<file path="config.mk">
export PLATFORM = sky130hd
export DESIGN_NAME = alu_result_uart_tx_flat
export DESIGN_NICKNAME = d
export VERILOG_FILES = /design/src/rtl/alu_link_pkg.sv /design/src/rtl/alu_result_uart_tx_if.sv /design/src/rtl/uart_baud_counter.sv /design/src/rtl/alu_result_uart_tx.sv /design/src/flat_wrapper.sv
export SDC_FILE = /design/constraint.sdc
export NUM_CORES = 1
export LEC_CHECK = 0
export CAP_MARGIN = 25
export CORE_MARGIN = 2
export CORE_UTILIZATION = 41
export DETAILED_ROUTE_END_ITERATION = 16
export GPL_TIMING_DRIVEN = 0
export PLACE_DENSITY = 0.69
export SYNTH_ARGS = -nofsm -noshare
export SYNTH_HDL_FRONTEND = slang
export SYNTH_HIERARCHICAL = 1
export SYNTH_SLANG_ARGS = --single-unit
</file>
<file path="constraint.sdc">
create_clock -name clk -period 2.1 [get_ports clk]
set_input_delay 0.21 -clock clk [delete_from_list [all_inputs] [get_ports clk]]
set_output_delay 0.21 -clock clk [all_outputs]
set_load 0.1 [all_outputs]
</file>
<file path="src/rtl/alu_link_pkg.sv">
// -----------------------------------------------------------------------------
// alu_link_pkg
// Shared types and constants for the ALU result UART link.
//   tx_state_t          : transmitter FSM states
//   DATA_BITS           : payload bits per frame
//   IDLE_LEVEL          : idle / stop level of the serial line
//   FLAG_*_IDX          : bit positions of the ALU flags inside `flags`
//   calc_clks_per_bit() : clock cycles per UART bit (integer division)
//   pack_byte()         : {result, flags} payload packing
// -----------------------------------------------------------------------------
package alu_link_pkg;

    typedef enum logic [2:0] {
        IDLE   = 3'd0,
        START  = 3'd1,
        DATA   = 3'd2,
        PARITY = 3'd3,
        STOP   = 3'd4
    } tx_state_t;

    localparam int   DATA_BITS  = 8;
    localparam logic IDLE_LEVEL = 1'b1;

    localparam int FLAG_Z_IDX = 0;
    localparam int FLAG_N_IDX = 1;
    localparam int FLAG_C_IDX = 2;
    localparam int FLAG_V_IDX = 3;

    function automatic int calc_clks_per_bit(input int clk_freq, input int baud);
        return clk_freq / baud;
    endfunction

    // Result in the upper nibble, flags in the lower nibble so Z goes out first.
    function automatic logic [7:0] pack_byte(input logic [3:0] result,
                                             input logic [3:0] flags);
        return {result, flags};
    endfunction

endpackage

</file>
<file path="src/rtl/alu_result_uart_tx_if.sv">
// -----------------------------------------------------------------------------
// alu_result_uart_tx_if
// Signal bundle between the ALU datapath and the result UART transmitter.
//   result  : ALU result Y (4 bits)
//   flags   : {V,C,N,Z}
//   start   : one-cycle forced-send request
//   uart_tx : serial line, idle high
//   busy    : high while a frame is on the line
//   done    : one-cycle pulse on the last stop-bit cycle
// master = ALU side (drives result/flags/start), slave = transmitter.
// -----------------------------------------------------------------------------
interface alu_result_uart_tx_if;

    logic [3:0] result;
    logic [3:0] flags;
    logic       start;
    logic       uart_tx;
    logic       busy;
    logic       done;

    modport master (
        output result, flags, start,
        input  uart_tx, busy, done
    );

    modport slave (
        input  result, flags, start,
        output uart_tx, busy, done
    );

endinterface

</file>
<file path="src/rtl/uart_baud_counter.sv">
// -----------------------------------------------------------------------------
// uart_baud_counter
// Bit-period timer for the UART transmitter.
//   clk   : system clock, rising edge
//   rst   : synchronous active-low reset
//   en    : count enable; counter is held at 0 while low
//   tick  : high on the last cycle of each bit period
//   count : current position inside the bit period (0..CLKS_PER_BIT-1)
// -----------------------------------------------------------------------------
module uart_baud_counter #(
    parameter int CLKS_PER_BIT = 10,
    parameter int CNT_W        = $clog2(CLKS_PER_BIT)
) (
    input  logic             clk,
    input  logic             rst,
    input  logic             en,
    output logic             tick,
    output logic [CNT_W-1:0] count
);

    logic [CNT_W-1:0] r_count;
    logic             w_last;

    assign w_last = (r_count == CNT_W'(CLKS_PER_BIT - 1));

    // NOTE: reset is sampled on the clock edge (synchronous); state uses <= only.
    always_ff @(posedge clk) begin
        if (!rst || !en) begin
            r_count <= '0;
        end else if (w_last) begin
            r_count <= '0;
        end else begin
            r_count <= r_count + CNT_W'(1);
        end
    end

    assign tick  = en && w_last;
    assign count = r_count;

endmodule

</file>
<file path="src/rtl/alu_result_uart_tx.sv">
// -----------------------------------------------------------------------------
// alu_result_uart_tx
// Packs the ALU result and flags into one byte and sends it as 8N1 UART
// whenever the byte differs from the last one sent, or when `start` pulses.
//   clk           : system clock, rising edge
//   rst           : synchronous active-low reset
//   bus (slave)   : result, flags, start in; uart_tx, busy, done out
// Optional build macro ALU_TX_PARITY_EN: inserts an even-parity bit between
// the data bits and the stop bit (8E1, 11-bit frames).
// -----------------------------------------------------------------------------
module alu_result_uart_tx
    import alu_link_pkg::*;
#(
    parameter int CLK_FREQ     = 50_000_000,
    parameter int BAUD         = 9600,
    parameter int CLKS_PER_BIT = calc_clks_per_bit(CLK_FREQ, BAUD)
) (
    input  logic                 clk,
    input  logic                 rst,
    alu_result_uart_tx_if.slave  bus
);

    localparam int CNT_W = $clog2(CLKS_PER_BIT);

    tx_state_t  r_state;
    logic       r_tx;
    logic       r_busy;
    logic       r_done;
    logic [2:0] r_bit_idx;
    logic [7:0] r_shift;
    logic [7:0] r_last_sent;
    logic       r_sent_valid;
`ifdef ALU_TX_PARITY_EN
    logic       r_parity;
`endif

    logic [7:0]       w_pkt;
    logic             w_req;
    logic             w_tick;
    logic [CNT_W-1:0] w_cnt;

    assign w_pkt = pack_byte(bus.result, bus.flags);

    // Only looked at in IDLE; anything arriving while busy is picked up by the
    // comparison against last_sent once the line is free again.
    assign w_req = bus.start || !r_sent_valid || (w_pkt != r_last_sent);

    uart_baud_counter #(
        .CLKS_PER_BIT (CLKS_PER_BIT),
        .CNT_W        (CNT_W)
    ) u_baud (
        .clk   (clk),
        .rst   (rst),
        .en    (r_state != IDLE),
        .tick  (w_tick),
        .count (w_cnt)
    );

    always_ff @(posedge clk) begin
        if (!rst) begin
            r_state      <= IDLE;
            r_tx         <= IDLE_LEVEL;
            r_busy       <= 1'b0;
            r_done       <= 1'b0;
            r_bit_idx    <= '0;
            r_shift      <= '0;
            r_last_sent  <= '0;
            r_sent_valid <= 1'b0;
`ifdef ALU_TX_PARITY_EN
            r_parity     <= 1'b0;
`endif
        end else begin
            r_done <= 1'b0;
            case (r_state)
                IDLE: begin
                    if (w_req) begin
                        r_shift      <= w_pkt;
                        r_last_sent  <= w_pkt;
                        r_sent_valid <= 1'b1;
`ifdef ALU_TX_PARITY_EN
                        r_parity     <= ^w_pkt;
`endif
                        r_bit_idx    <= '0;
                        r_tx         <= ~IDLE_LEVEL;
                        r_busy       <= 1'b1;
                        r_state      <= START;
                    end
                end

                START: begin
                    if (w_tick) begin
                        r_tx    <= r_shift[0];
                        r_shift <= {1'b0, r_shift[7:1]};
                        r_state <= DATA;
                    end
                end

                DATA: begin
                    if (w_tick) begin
                        if (r_bit_idx == 3'(DATA_BITS - 1)) begin
`ifdef ALU_TX_PARITY_EN
                            r_tx    <= r_parity;
                            r_state <= PARITY;
`else
                            r_tx    <= IDLE_LEVEL;
                            r_state <= STOP;
`endif
                        end else begin
                            r_bit_idx <= r_bit_idx + 3'd1;
                            r_tx      <= r_shift[0];
                            r_shift   <= {1'b0, r_shift[7:1]};
                        end
                    end
                end

`ifdef ALU_TX_PARITY_EN
                PARITY: begin
                    if (w_tick) begin
                        r_tx    <= IDLE_LEVEL;
                        r_state <= STOP;
                    end
                end
`endif

                STOP: begin
                    // done is registered, so it is raised one cycle early to
                    // land exactly on the final stop-bit cycle.
                    if (w_cnt == CNT_W'(CLKS_PER_BIT - 2)) begin
                        r_done <= 1'b1;
                    end
                    if (w_tick) begin
                        r_busy  <= 1'b0;
                        r_state <= IDLE;
                    end
                end

                default: begin
                    r_tx    <= IDLE_LEVEL;
                    r_busy  <= 1'b0;
                    r_state <= IDLE;
                end
            endcase
        end
    end

    assign bus.uart_tx = r_tx;
    assign bus.busy    = r_busy;
    assign bus.done    = r_done;

endmodule

</file>
<file path="src/flat_wrapper.sv">
// flat-port wrapper written by rule: the top's interface ports become plain ports
module alu_result_uart_tx_flat import alu_link_pkg::*;
#(
    parameter int CLK_FREQ     = 50_000_000,
    parameter int BAUD         = 9600,
    parameter int CLKS_PER_BIT = calc_clks_per_bit(CLK_FREQ, BAUD)
)
  (clk, rst, bus_result, bus_flags, bus_start, bus_uart_tx, bus_busy, bus_done);
  alu_result_uart_tx_if bus_i ();
  input  logic clk;
  input  logic rst;
  input wire logic [$bits(bus_i.result)-1:0] bus_result;
  input wire logic [$bits(bus_i.flags)-1:0] bus_flags;
  input wire logic [$bits(bus_i.start)-1:0] bus_start;
  output wire logic [$bits(bus_i.uart_tx)-1:0] bus_uart_tx;
  output wire logic [$bits(bus_i.busy)-1:0] bus_busy;
  output wire logic [$bits(bus_i.done)-1:0] bus_done;
  assign bus_i.result = bus_result;
  assign bus_i.flags = bus_flags;
  assign bus_i.start = bus_start;
  assign bus_uart_tx = bus_i.uart_tx;
  assign bus_busy = bus_i.busy;
  assign bus_done = bus_i.done;
  alu_result_uart_tx #(.CLK_FREQ(CLK_FREQ), .BAUD(BAUD), .CLKS_PER_BIT(CLKS_PER_BIT)) u_core (.clk(clk), .rst(rst), .bus(bus_i));
endmodule
</file>
==> impl_results.md, run 1 <==
- Result of the run: completed
- Highest clock rate: 479 MHz
- HP Class: flip-flop to flip-flop
- Time the worst path needs with I/O delays and setup: 2.09 ns
- Post-Route Setup TNS: 0 ns
- Highest cell delay on the worst timing path: 0.54 ns
- Least-Margin Pin Slew: 0.963 ns
- Clock input transition at the sequential cells of the worst setup and hold paths: 0.08 ns
- Worst Reg-to-Reg Cells: 8
- Reg area: 793 um^2
- Number of antenna violations at the first check in global routing: 0
- Total number of cells along the worst setup path: 8
- Fraction of layout cells with a size suffix above 1: 0.211
- Share of cell area taken by muxes after synthesis: 0.0992
- Dominant combinational cell family by area after synthesis: simple AND/OR/NAND/NOR gates
- Max-capacitance violation count: 0
- Setup violations, final: 0
- CP bufs+invs: 0
- Max-slew violations: 0
- Combined area of all synthesized cells: 0.00212 mm^2
- Worst R2R Start: u_core/u_baud/count[9]
- Number of nets produced by synthesis: 239
- Part of the total power dissipated in combinational logic: 0.454
- Crit path top cell by count: mux2i_1
- Placer congestion estimate: 0.803
- Max stage delay cell, worst path: or4b_4
- Final WL: 4.60 mm
- Number of stages on the worst hold path: 1
- Most frequent cell after synthesis: dfxtp_1
- Switching Share: 0.385
- Unique cell type count in the Yosys netlist: 47
- Area overhead of the layout relative to synthesis: 20.7%
- Top area cells in the synthesized netlist: dfxtp_1 37%, mux2i_1 9.9%, nand2_1 5.3%, xor2_1 3.7%, a211oi_2 3.5%
- Ys async rst share: 0
- Sink of the worst hold path: u_core/r_sent_valid
- Worst Path Arrival: 2.31 ns
- First-pass iteration count of the detailed router: 4
- Startpoint-to-endpoint class of the critical path: flip-flop to flip-flop
- Clock sinks: 39
- PortBufs: 13
- Static leakage: 0.000997 uW
- Cells along the critical path: or4b_4, nor4b_4, and3_4, a21boi_2, mux2i_1, o21ai_2, nor2_4, mux2i_1
- Clock network fraction of total power: 0.212
- Die Width: 75.9 um
- Slack of the worst reg-to-reg path: 0.01 ns
- H-tree levels: 2
- CTS Root Cell: clkbuf_8
- Total half-perimeter wirelength after legalization and detailed placement: 3.21 mm
- Worst setup EP type: flip-flop
- Seq pwr share: 0.333
- Share of the synthesized area in compound gates (AO/OA/AOI/OAI): 0.142
- TritonCTS clock tree: done
- Net count of the finished layout: 264
- Leftover overflow at the end of global routing: 0
- Synthesis-stage register bit count: 39
- Die outline area: 0.00576 mm^2
- Final number of hold-violating endpoints: 0
- Via count of the first global-routing pass: 1,703
- Worst ir drop on vdd: 687 uV
- Global-route usage over all layers: 0.165
- Seq/Total Area, Yosys: 0.368
- Synth Area in Adders: 0.0177
- Power density over the cells: 1200 mW/mm^2
- First-pass GRT wire length: 7.87 mm
- Largest fanout of any net on the critical path: 6
- Startpoint Class: flip-flop
- Fin Clk Skew: 0.00850 ns
- Cell taking the most area after synthesis: dfxtp_1
- Average footprint of a synthesized cell: 9.42 um^2
- Filler Cell Count: 469
- Mean routed wirelength per cell: 14.3 um
- I/O Pins: 14
- Source-to-sink clock delay at the later pin of the worst-skew pair: 0.29 ns
- Floorplan die height: 75.9 um
- Via Count: 1,747
- Cell family contributing the most delay on the critical path: simple AND/OR/NAND/NOR gates
- Core box area: 0.00504 mm^2
- Antenna Violating Nets Remaining: 0
- Proportion of netlist area held by the largest area contributor: 0.368
- Maximum clock insertion buffer count: 2
- Largest net degree at the start of global routing: 13
- Placement row count: 26
- Ratio of routed vias to standard cells: 5.44
- Synthesized instance count: 225
- TritonCTS buffer count: 5
- Final Util: 0.507
- Post-synth EDFFs: 0
- Combined area of the multi-input logic cells: 0.00131 mm^2
- Source of the worst hold timing path: u_core/r_sent_valid
- Initial core utilization: 0.420
- Crit Reg-Reg Endpoint: u_core/r_state[1]
- Number of DRC markers in iteration 0: 62
- Synthesized-area fraction occupied by and/or/nand/nor cells: 0.287
- P_sw: 1180 uW
- Synthesis warning total: 6
- Internal power component: 1880 uW
- Post-synth top flop: dfxtp_1
- Final period utilization: 0.995
- Detailed-route DRC error count: 0
- Area share of xor/xnor cells in the synthesized design: 0.0496
- Most frequent cells after synthesis: 39 x dfxtp_1, 30 x nand2_1, 21 x mux2i_1
- Data required time at the worst endpoint: 2.32 ns
- Antenna cell count: 0
- Remaining max-slew budget at the tightest pin: 0.356
- Unrepaired setup endpoints after global routing: yes
power by group through the flow:
stage,combinational (uW),sequential [uW],clock (uW)
final,1390,1020,650
after global routing,1520,1040,697
after CTS,1320,1020,672
after detailed placement,1270,1040,0
after global placement,1250,1040,0
after floorplan,912,1150,0
worst max path at each step:
stage                           startpoint           endpoint  slack, ns
floorplan           u_core/u_baud/count[7]  u_core/r_shift[0]     0.0004
global placement    u_core/u_baud/count[7]  u_core/r_shift[2]      -0.29
detailed placement  u_core/u_baud/count[7]  u_core/r_shift[0]      -0.36
CTS                 u_core/u_baud/count[9]  u_core/r_state[1]      -0.05
global route        u_core/u_baud/count[9]  u_core/r_state[1]      -0.07
finish              u_core/u_baud/count[9]  u_core/r_state[1]       0.01
layout by cell type (no fill, tap or decap), types with 4 or more instances in the layout:
| cell type | netlist | final |
|---|---|---|
| xor2_1 | 9 | 9 |
| o211a_1 | 7 | 7 |
| dfxtp_1 | 39 | 35 |
| nor3_1 | 4 | 4 |
| nor2_2 | 3 | 4 |
| a211oi_2 | 6 | 6 |
| buf_4 | 0 | 4 |
| clkdlybuf4s50_1 | 0 | 13 |
| nor4_1 | 6 | 6 |
| clkbuf_1 | 6 | 6 |
| o21ai_0 | 8 | 7 |
| nor2_1 | 7 | 5 |
| nor3_2 | 5 | 5 |
| inv_1 | 4 | 4 |
| clkbuf_8 | 0 | 6 |
| nand3_1 | 14 | 14 |
| nand2_1 | 30 | 29 |
| mux2i_1 | 21 | 21 |
layer usage:
metal | vias to the layer above | global-route usage | routed length, um
met5 | - | 0 | 0
met4 | 0 | 0.0564 | 34
met3 | 4 | 0.0345 | 156
met2 | 30 | 0.285 | 2290
met1 | 831 | 0.203 | 2120
li1 | 882 | - | -
timing repair:
action	CTS	global route
hold buffers	0	0
resized for setup	15	8
buffers inserted	3	2
endpoints found under the setup margin	15	15
pin swaps	6	6
gates cloned	0	0
registers in the layout, indices dropped and copies added, names as in the netlist:
signal               count
u_core/r_state           3
u_core/r_shift           8
u_core/r_sent_valid      1
u_core/bus.done          1
u_core/r_bit_idx         3
u_core/r_last_sent       8
u_core/bus.uart_tx       1
u_core/bus.busy          1
u_core/u_baud/count     13
area by class of cell:
class,instances,share of cell area
multi-input combinational,171,0.513
sequential,39,0.310
timing repair buffer,18,0.0670
tap,70,0.0342
clock buffer,6,0.0323
buffer,11,0.0235
clock inverter,2,0.0137
inverter,4,0.00587
cells by family (layout without fill, tap and decap cells):
family | after synthesis | in the layout
flip-flops | 39 | 39
AO/OA/AOI/OAI | 37 | 37
AND/OR/NAND/NOR | 98 | 98
adder cells (fa/ha/maj) | 3 | 3
XOR/XNOR | 12 | 12
multiplexers | 21 | 21
buffers and inverters | 15 | 41
metrics by stage:
step / hold slack (ns) / total power, uW / setup slack, ns / area, um^2 / std cells
after global routing: 0.478 / 3260 / -0.0734 / 2560 / 321
after detailed placement: 0.452 / 2320 / -0.361 / 2340 / 308
final: 0.467 / 3060 / 0.0115 / 2560 / 321
after CTS: 0.472 / 3010 / -0.0546 / 2510 / 319
after floorplan: 0.352 / 2060 / 0.000352 / 2120 / 225
after global placement: 0.445 / 2280 / -0.288 / 2340 / 308
Power figures use the tool's default switching activity.
==> inputs of run 2 (changes only) <==
--- a/config.mk
+++ b/config.mk
@@ -13,5 +13,4 @@
 export PLACE_DENSITY = 0.69
 export SYNTH_ARGS = -nofsm -noshare
 export SYNTH_HDL_FRONTEND = slang
-export SYNTH_HIERARCHICAL = 1
 export SYNTH_SLANG_ARGS = --single-unit
==> impl_results.md, run 2 <==
- Worst Path Arrival: 2.36 ns (was 2.31 ns)
- Mean routed wirelength per cell: 13.8 um (was 14.3 um)
- Final number of hold-violating endpoints: 0 (unchanged)
- Largest fanout of any net on the critical path: 7 (was 6)
- Most frequent cell after synthesis: dfxtp_1 (unchanged)
- Clock input transition at the sequential cells of the worst setup and hold paths: 0.07 ns (was 0.08 ns)
- I/O Pins: 14 (unchanged)
- Static leakage: 0.000906 uW (was 0.000997 uW)
- Synthesis-stage register bit count: 39 (unchanged)
- Post-synth top flop: dfxtp_1 (unchanged)
- Core box area: 0.00441 mm^2 (was 0.00504 mm^2)
- Via count of the first global-routing pass: 1,357 (was 1,703)
- Leftover overflow at the end of global routing: 0 (unchanged)
- Worst setup EP type: flip-flop (unchanged)
- Ratio of routed vias to standard cells: 5.31 (was 5.44)
- Worst setup margin: -0.0440 ns (was 0.0115 ns)
- Seq pwr share: 0.512 (was 0.333)
- CP bufs+invs: 1 (was 0)
- Detailed-route DRC error count: 0 (unchanged)
- Filler Cell Count: 376 (was 469)
- P_sw: 376 uW (was 1180 uW)
- Startpoint-to-endpoint class of the critical path: flip-flop to flip-flop (unchanged)
- Highest cell delay on the worst timing path: 0.55 ns (was 0.54 ns)
- Maximum clock insertion buffer count: 2 (unchanged)
- Max stage delay cell, worst path: or4b_4 (unchanged)
- Total half-perimeter wirelength after legalization and detailed placement: 2.64 mm (was 3.21 mm)
- CTS hold repair buffers: 0 (unchanged)
- Part of the total power dissipated in combinational logic: 0.129 (was 0.454)
- Result of the run: finished, violations left (was completed)
- Pre-CTS worst setup slack: -0.634 ns (was -0.361 ns)
- Internal power component: 1150 uW (was 1880 uW)
- Power density over the cells: 640 mW/mm^2 (was 1200 mW/mm^2)
- Placement row count: 24 (was 26)
- Placer congestion estimate: 0.795 (was 0.803)
- Antenna Violating Nets Remaining: 0 (unchanged)
- Floorplan die height: 72.2 um (was 75.9 um)
- Via Count: 1,518 (was 1,747)
- Most frequent cells after synthesis: 39 x dfxtp_1, 23 x nor2_1, 21 x nand2_1 (was 39 x dfxtp_1, 30 x nand2_1, 21 x mux2i_1)
- First-pass GRT wire length: 6.46 mm (was 7.87 mm)
- Seq/Total Area, Yosys: 0.410 (was 0.368)
- Die outline area: 0.00521 mm^2 (was 0.00576 mm^2)
- Global-route usage over all layers: 0.158 (was 0.165)
- Leading cell type in the layout, fill and taps excluded: dfxtp_1 (unchanged)
- Fin Clk Skew: 0.00366 ns (was 0.00850 ns)
- Combined area of all synthesized cells: 0.00191 mm^2 (was 0.00212 mm^2)
- Cells along the critical path: xor2_2, or4_1, or4b_4, buf_6, a21oi_4, o2bb2ai_1 (was or4b_4, nor4b_4, and3_4, a21boi_2, mux2i_1, o21ai_2, nor2_4, mux2i_1)
- Top area cells in the synthesized netlist: dfxtp_1 41%, mux2i_1 8.4%, xnor2_1 4.6%, xor2_1 4.6%, nor2_1 4.5% (was dfxtp_1 37%, mux2i_1 9.9%, nand2_1 5.3%, xor2_1 3.7%, a211oi_2 3.5%)
- Largest net degree at the start of global routing: 12 (was 13)
- Remaining max-slew budget at the tightest pin: 0.353 (was 0.356)
- PortBufs: 12 (was 13)
- Proportion of netlist area held by the largest area contributor: 0.410 (was 0.368)
- Ys async rst share: 0 (unchanged)
- Antenna cell count: 0 (unchanged)
- Least-Margin Pin Slew: 0.967 ns (was 0.963 ns)
- Number of nets produced by synthesis: 217 (was 239)
- Switching Share: 0.246 (was 0.385)
- Cell taking the most area after synthesis: dfxtp_1 (unchanged)
- First-pass iteration count of the detailed router: 4 (unchanged)
- Total Power Consumption: 1530 uW (was 3060 uW)
- Max-slew violations: 0 (unchanged)
- H-tree levels: 2 (unchanged)
- Initial core utilization: 0.432 (was 0.420)
- Time the worst path needs with I/O delays and setup: 2.14 ns (was 2.09 ns)
- Max-capacitance violation count: 0 (unchanged)
- Post-synth EDFFs: 0 (unchanged)
- Die Width: 72.2 um (was 75.9 um)
- HP Class: primary input to flip-flop (was flip-flop to flip-flop)
- Clock sinks: 39 (unchanged)
- Synthesis warning total: 0 (was 6)
- Startpoint Class: flip-flop (unchanged)
- Unrepaired setup endpoints after global routing: yes (unchanged)
- Clock network fraction of total power: 0.359 (was 0.212)
- Final WL: 3.96 mm (was 4.60 mm)
- Area overhead of the layout relative to synthesis: 25.4% (was 20.7%)
- Most frequent cells in the layout: 34 x dfxtp_1, 22 x nor2_1, 21 x nand2_1 (was 35 x dfxtp_1, 29 x nand2_1, 21 x mux2i_1)
- Final period utilization: 1.02 (was 0.995)
- Max FFs per register: 13 (unchanged)
- Net count of the finished layout: 248 (was 264)
- Unique cell type count in the Yosys netlist: 38 (was 47)
- Source-to-sink clock delay at the later pin of the worst-skew pair: 0.28 ns (was 0.29 ns)
- Cell family contributing the most delay on the critical path: simple AND/OR/NAND/NOR gates (unchanged)
- Number of antenna violations at the first check in global routing: 0 (unchanged)
- Data required time at the worst endpoint: 2.31 ns (was 2.32 ns)
- Setup violations, final: 11 (was 0)
- Violations in the final reports: setup timing
- TritonCTS clock tree: done (unchanged)
- Highest clock rate: 466 MHz (was 479 MHz)
- TritonCTS buffer count: 5 (unchanged)
- Worst ir drop on vdd: 427 uV (was 687 uV)
- Number of DRC markers in iteration 0: 104 (was 62)
- Fraction of layout cells with a size suffix above 1: 0.201 (was 0.211)
- CTS Root Cell: clkbuf_8 (unchanged)
- Average footprint of a synthesized cell: 9.43 um^2 (was 9.42 um^2)
- Synthesized instance count: 202 (was 225)
==> run 2: cell types whose count changed after synthesis, moves of 5 or more <==
cell       before  now
nand2_1        30   21
o211a_1         7    0
xnor2_1         3   10
mux2i_1        21   16
nand3_1        14    9
a211oi_2        6    0
nor2_1          7   23
nor3_2          5    0
o2bb2ai_1       0    7
o21ai_0         8    2
==> run 2: power groups by stage <==
| stage | logic [uW] | registers, uW | clock network (uW) |
|---|---|---|---|
| finish | 197 | 783 | 549 |
| global route | 211 | 785 | 602 |
| CTS | 191 | 782 | 567 |
| detailed placement | 168 | 798 | 0 |
| global placement | 165 | 797 | 0 |
| floorplan | 94.0 | 817 | 0 |
==> run 2: path summary, 6_finish.rpt <==
path | start | to | slack, ns | cells after the start
hold reg to reg | u_core.r_shift[2] | u_core.r_shift[2] | 0.47 | 1
hold / removal | bus_flags[1] | u_core.r_last_sent[1] | 0.39 | 3
setup / recovery | u_core.r_last_sent[5] | u_core.r_shift[6] | -0.04 | 6
setup reg to reg | u_core.r_last_sent[5] | u_core.r_shift[6] | -0.04 | 6
==> run 2: worst register-to-register path: stages (launching register included) <==
cell       delay (ns)
dfxtp_2          0.33
xor2_2           0.15
or4_1            0.50
or4b_4           0.55
buf_6            0.15
a21oi_4          0.25
o2bb2ai_1        0.15
==> run 2: metrics by stage <==
step                       util  setup TNS, ns  std cells  cell area, um^2  hold WS [ns]
final                     0.541         -0.294        286             2390         0.389
after global routing      0.541         -0.947        286             2390         0.386
after global placement    0.474         -10.74        266             2090         0.445
after floorplan               -              0        202             1910         0.352
after CTS                 0.524         -0.929        278             2310         0.377
after detailed placement  0.475          -9.81        267             2100         0.446
==> run 2: cells by family after synthesis <==
kind of cell             Yosys count  share of synthesized area
AND/OR/NAND/NOR                   87                      0.242
flip-flops                        39                      0.410
AO/OA/AOI/OAI                     24                      0.114
XOR/XNOR                          20                     0.0919
multiplexers                      16                     0.0840
buffers and inverters             12                     0.0322
adder cells (fa/ha/maj)            4                     0.0263
==> run 2: what timing repair did <==
action,CTS,global route
gates cloned,1,0
pin swaps,18,8
endpoints found under the setup margin,29,29
endpoints found under the hold margin,0,0
setup buffers,3,8
resized for setup,23,3
==> run 2: final cells by class <==
type | instances | area [um^2] | share of cell area
Buffer | 8 | 50.0 | 0.0209
Clock buffer | 8 | 100 | 0.0419
Inverter | 3 | 11.3 | 0.00471
Multi-Input combinational cell | 151 | 1140 | 0.476
Sequential cell | 39 | 787 | 0.329
Tap cell | 52 | 65.1 | 0.0272
Timing Repair Buffer | 25 | 238 | 0.0995
==> run 2: per-layer routing <==
metal / up-vias / wire (um) / track usage / share of wire
li1: 770 / - / - / -
met1: 721 / 1970 / 0.227 / 0.50
met2: 21 / 1830 / 0.234 / 0.46
met3: 6 / 98 / 0.0389 / 0.025
met4: 0 / 55 / 0.0503 / 0.014
met5: - / 0 / 0 / 0
==> patch, RTL diff (flow settings as in run 1) <==
The option `ALU_TX_PARITY_EN` is turned on by a define.
--- a/src/rtl/alu_result_uart_tx.sv
+++ b/src/rtl/alu_result_uart_tx.sv
@@ -8,6 +8,8 @@
 // Optional build macro ALU_TX_PARITY_EN: inserts an even-parity bit between
 // the data bits and the stop bit (8E1, 11-bit frames).
 // -----------------------------------------------------------------------------
+`define ALU_TX_PARITY_EN
+
 module alu_result_uart_tx
     import alu_link_pkg::*;
 #(
Check against the original RTL: same outputs for any inputs over 10 cycles, from zero or initial values and one cycle with rst low; that may be too few to reach the edited logic, so the function may still have changed.
==> patch against run 1 <==
Worst setup slack improved by 76 ps. Fmax rose by 3.8%. Global-route usage rose by 0.23 points. Wire length fell by 3.5%. Clock skew fell by 2.8 ps. Count of clock-buffer cells in the layout rose by 2. Sequential cell count rose by 1. Cell area barely moved. Via count rose by 2.6%. Register-to-register slack improved by 90 ps. Area after synthesis rose by 2.4%. Critical path type is now reg -> out. Critical endpoint is now bus_uart_tx.
Power is not compared: it rests on default switching activity, and its combinational part moved more than twofold at a synthesized area within 25%.
==> patch: results (changes against run 1) <==
Worst hold path
  • Hold EP: u_core/u_baud/count[0]$_SDFF_PP0_ (was u_core/r_sent_valid$_SDFFE_PN0P_)

Finish
  • Final cell count without fillers: 333 (was 321)
  • CLK BUF: 8 (was 6)
  • Non-clock buffer share of cell area: 0.101 (was 0.0905)
  • Multi-input gates: 180 (was 171)
  • FF/Latch Area: 810 µm² (was 793 µm²)
  • Fill count: 494 (was 469)

Routing
  • Wirelength, routed: 4440 µm (was 4600 µm)
  • Routed wl met2: 1920 µm (was 2290 µm)
  • Met3 routed WL: 151 µm (was 156 µm)
  • Vias per inst: 5.38 (was 5.44)

Synth
  • Synth top cells by count: dfxtp_1, nand2_1, nor2_1 (was dfxtp_1, nand2_1, mux2i_1)
  • Mean post-synth cell area: 9.19 µm² (was 9.42 µm²)
  • Netlist cell types: 50 (was 47)
  • Sequential-to-total area share from yosys stat: 0.369 (was 0.368)

Global routing
  • Tot GR Track Use: 0.167 (was 0.165)
  • Vias in the first global route: 1678 (was 1703)
  • Met3 Track Usage GR: 0.0400 (was 0.0345)

Timing
  • Max Clock Skew: 5.73 ps (was 8.50 ps)
  • Relative slew slack: 0.354 (was 0.356)
  • Final setup margin: 88.0 ps (was 11.5 ps)

Setup path
  • Reg2reg path depth: 10 (was 8)
  • Slowest-stage cell, CP: clkdlybuf4s50_1 (was or4b_4)
  • Setup crit start: u_core/bus.uart_tx$_SDFFE_PN1P_ (was u_core/u_baud/count[9]$_SDFF_PP0_)
  • Critical path arrival: 1800 ps (was 2310 ps)
  • Cell family with most CP delay: buffers and inverters (was simple AND/OR/NAND/NOR gates)
  • R2r setup slk: 100 ps (was 10 ps)
  • RR Startpoint: u_core/u_baud/count[0]$_SDFF_PP0_ (was u_core/u_baud/count[9]$_SDFF_PP0_)

Place
  • HPWL after DPL: 3100 µm (was 3210 µm)

Run status
  • Status: complete, no violations (unchanged)
patch: cell count changes after synthesis, moves of 4 or more:
cell	change
nand2_1	-4
mux2i_1	-9
a211oi_1	+6
o21ai_0	-4
o211a_1	-7
xnor2_1	+8
nor2_1	+11
nand2b_1	+4
a21oi_1	+13
nand3_1	-6
patch: cell families after synthesis:
family          Yosys count  synth area share
buf+inv                  16            0.0427
xor+xnor                 20            0.0807
mux                      13            0.0606
fa+ha+maj                 3            0.0173
compound gates           48             0.176
flops                    40             0.369
simple gates             96             0.253
patch: timing repair:
action,in CTS,in global routing
pin swaps,2,5
gates resized for setup,9,4
cloned,0,0
endpoints found under the setup margin,9,9
setup buffers,3,4
patch: report_power, final:
part,internal [W],switching (W)
clock,0.000268,0.000254
sequential,0.000795,0.0000222
combinational,0.000120,0.000161
patch: stage by stage:
step	instance area, µm²	utilization
6_report	2560	0.501
5_1_grt	2560	0.501
4_1_cts	2530	0.496
3_5_place_dp	2390	0.468
3_3_place_gp	2390	0.468
2_1_floorplan	2170	-
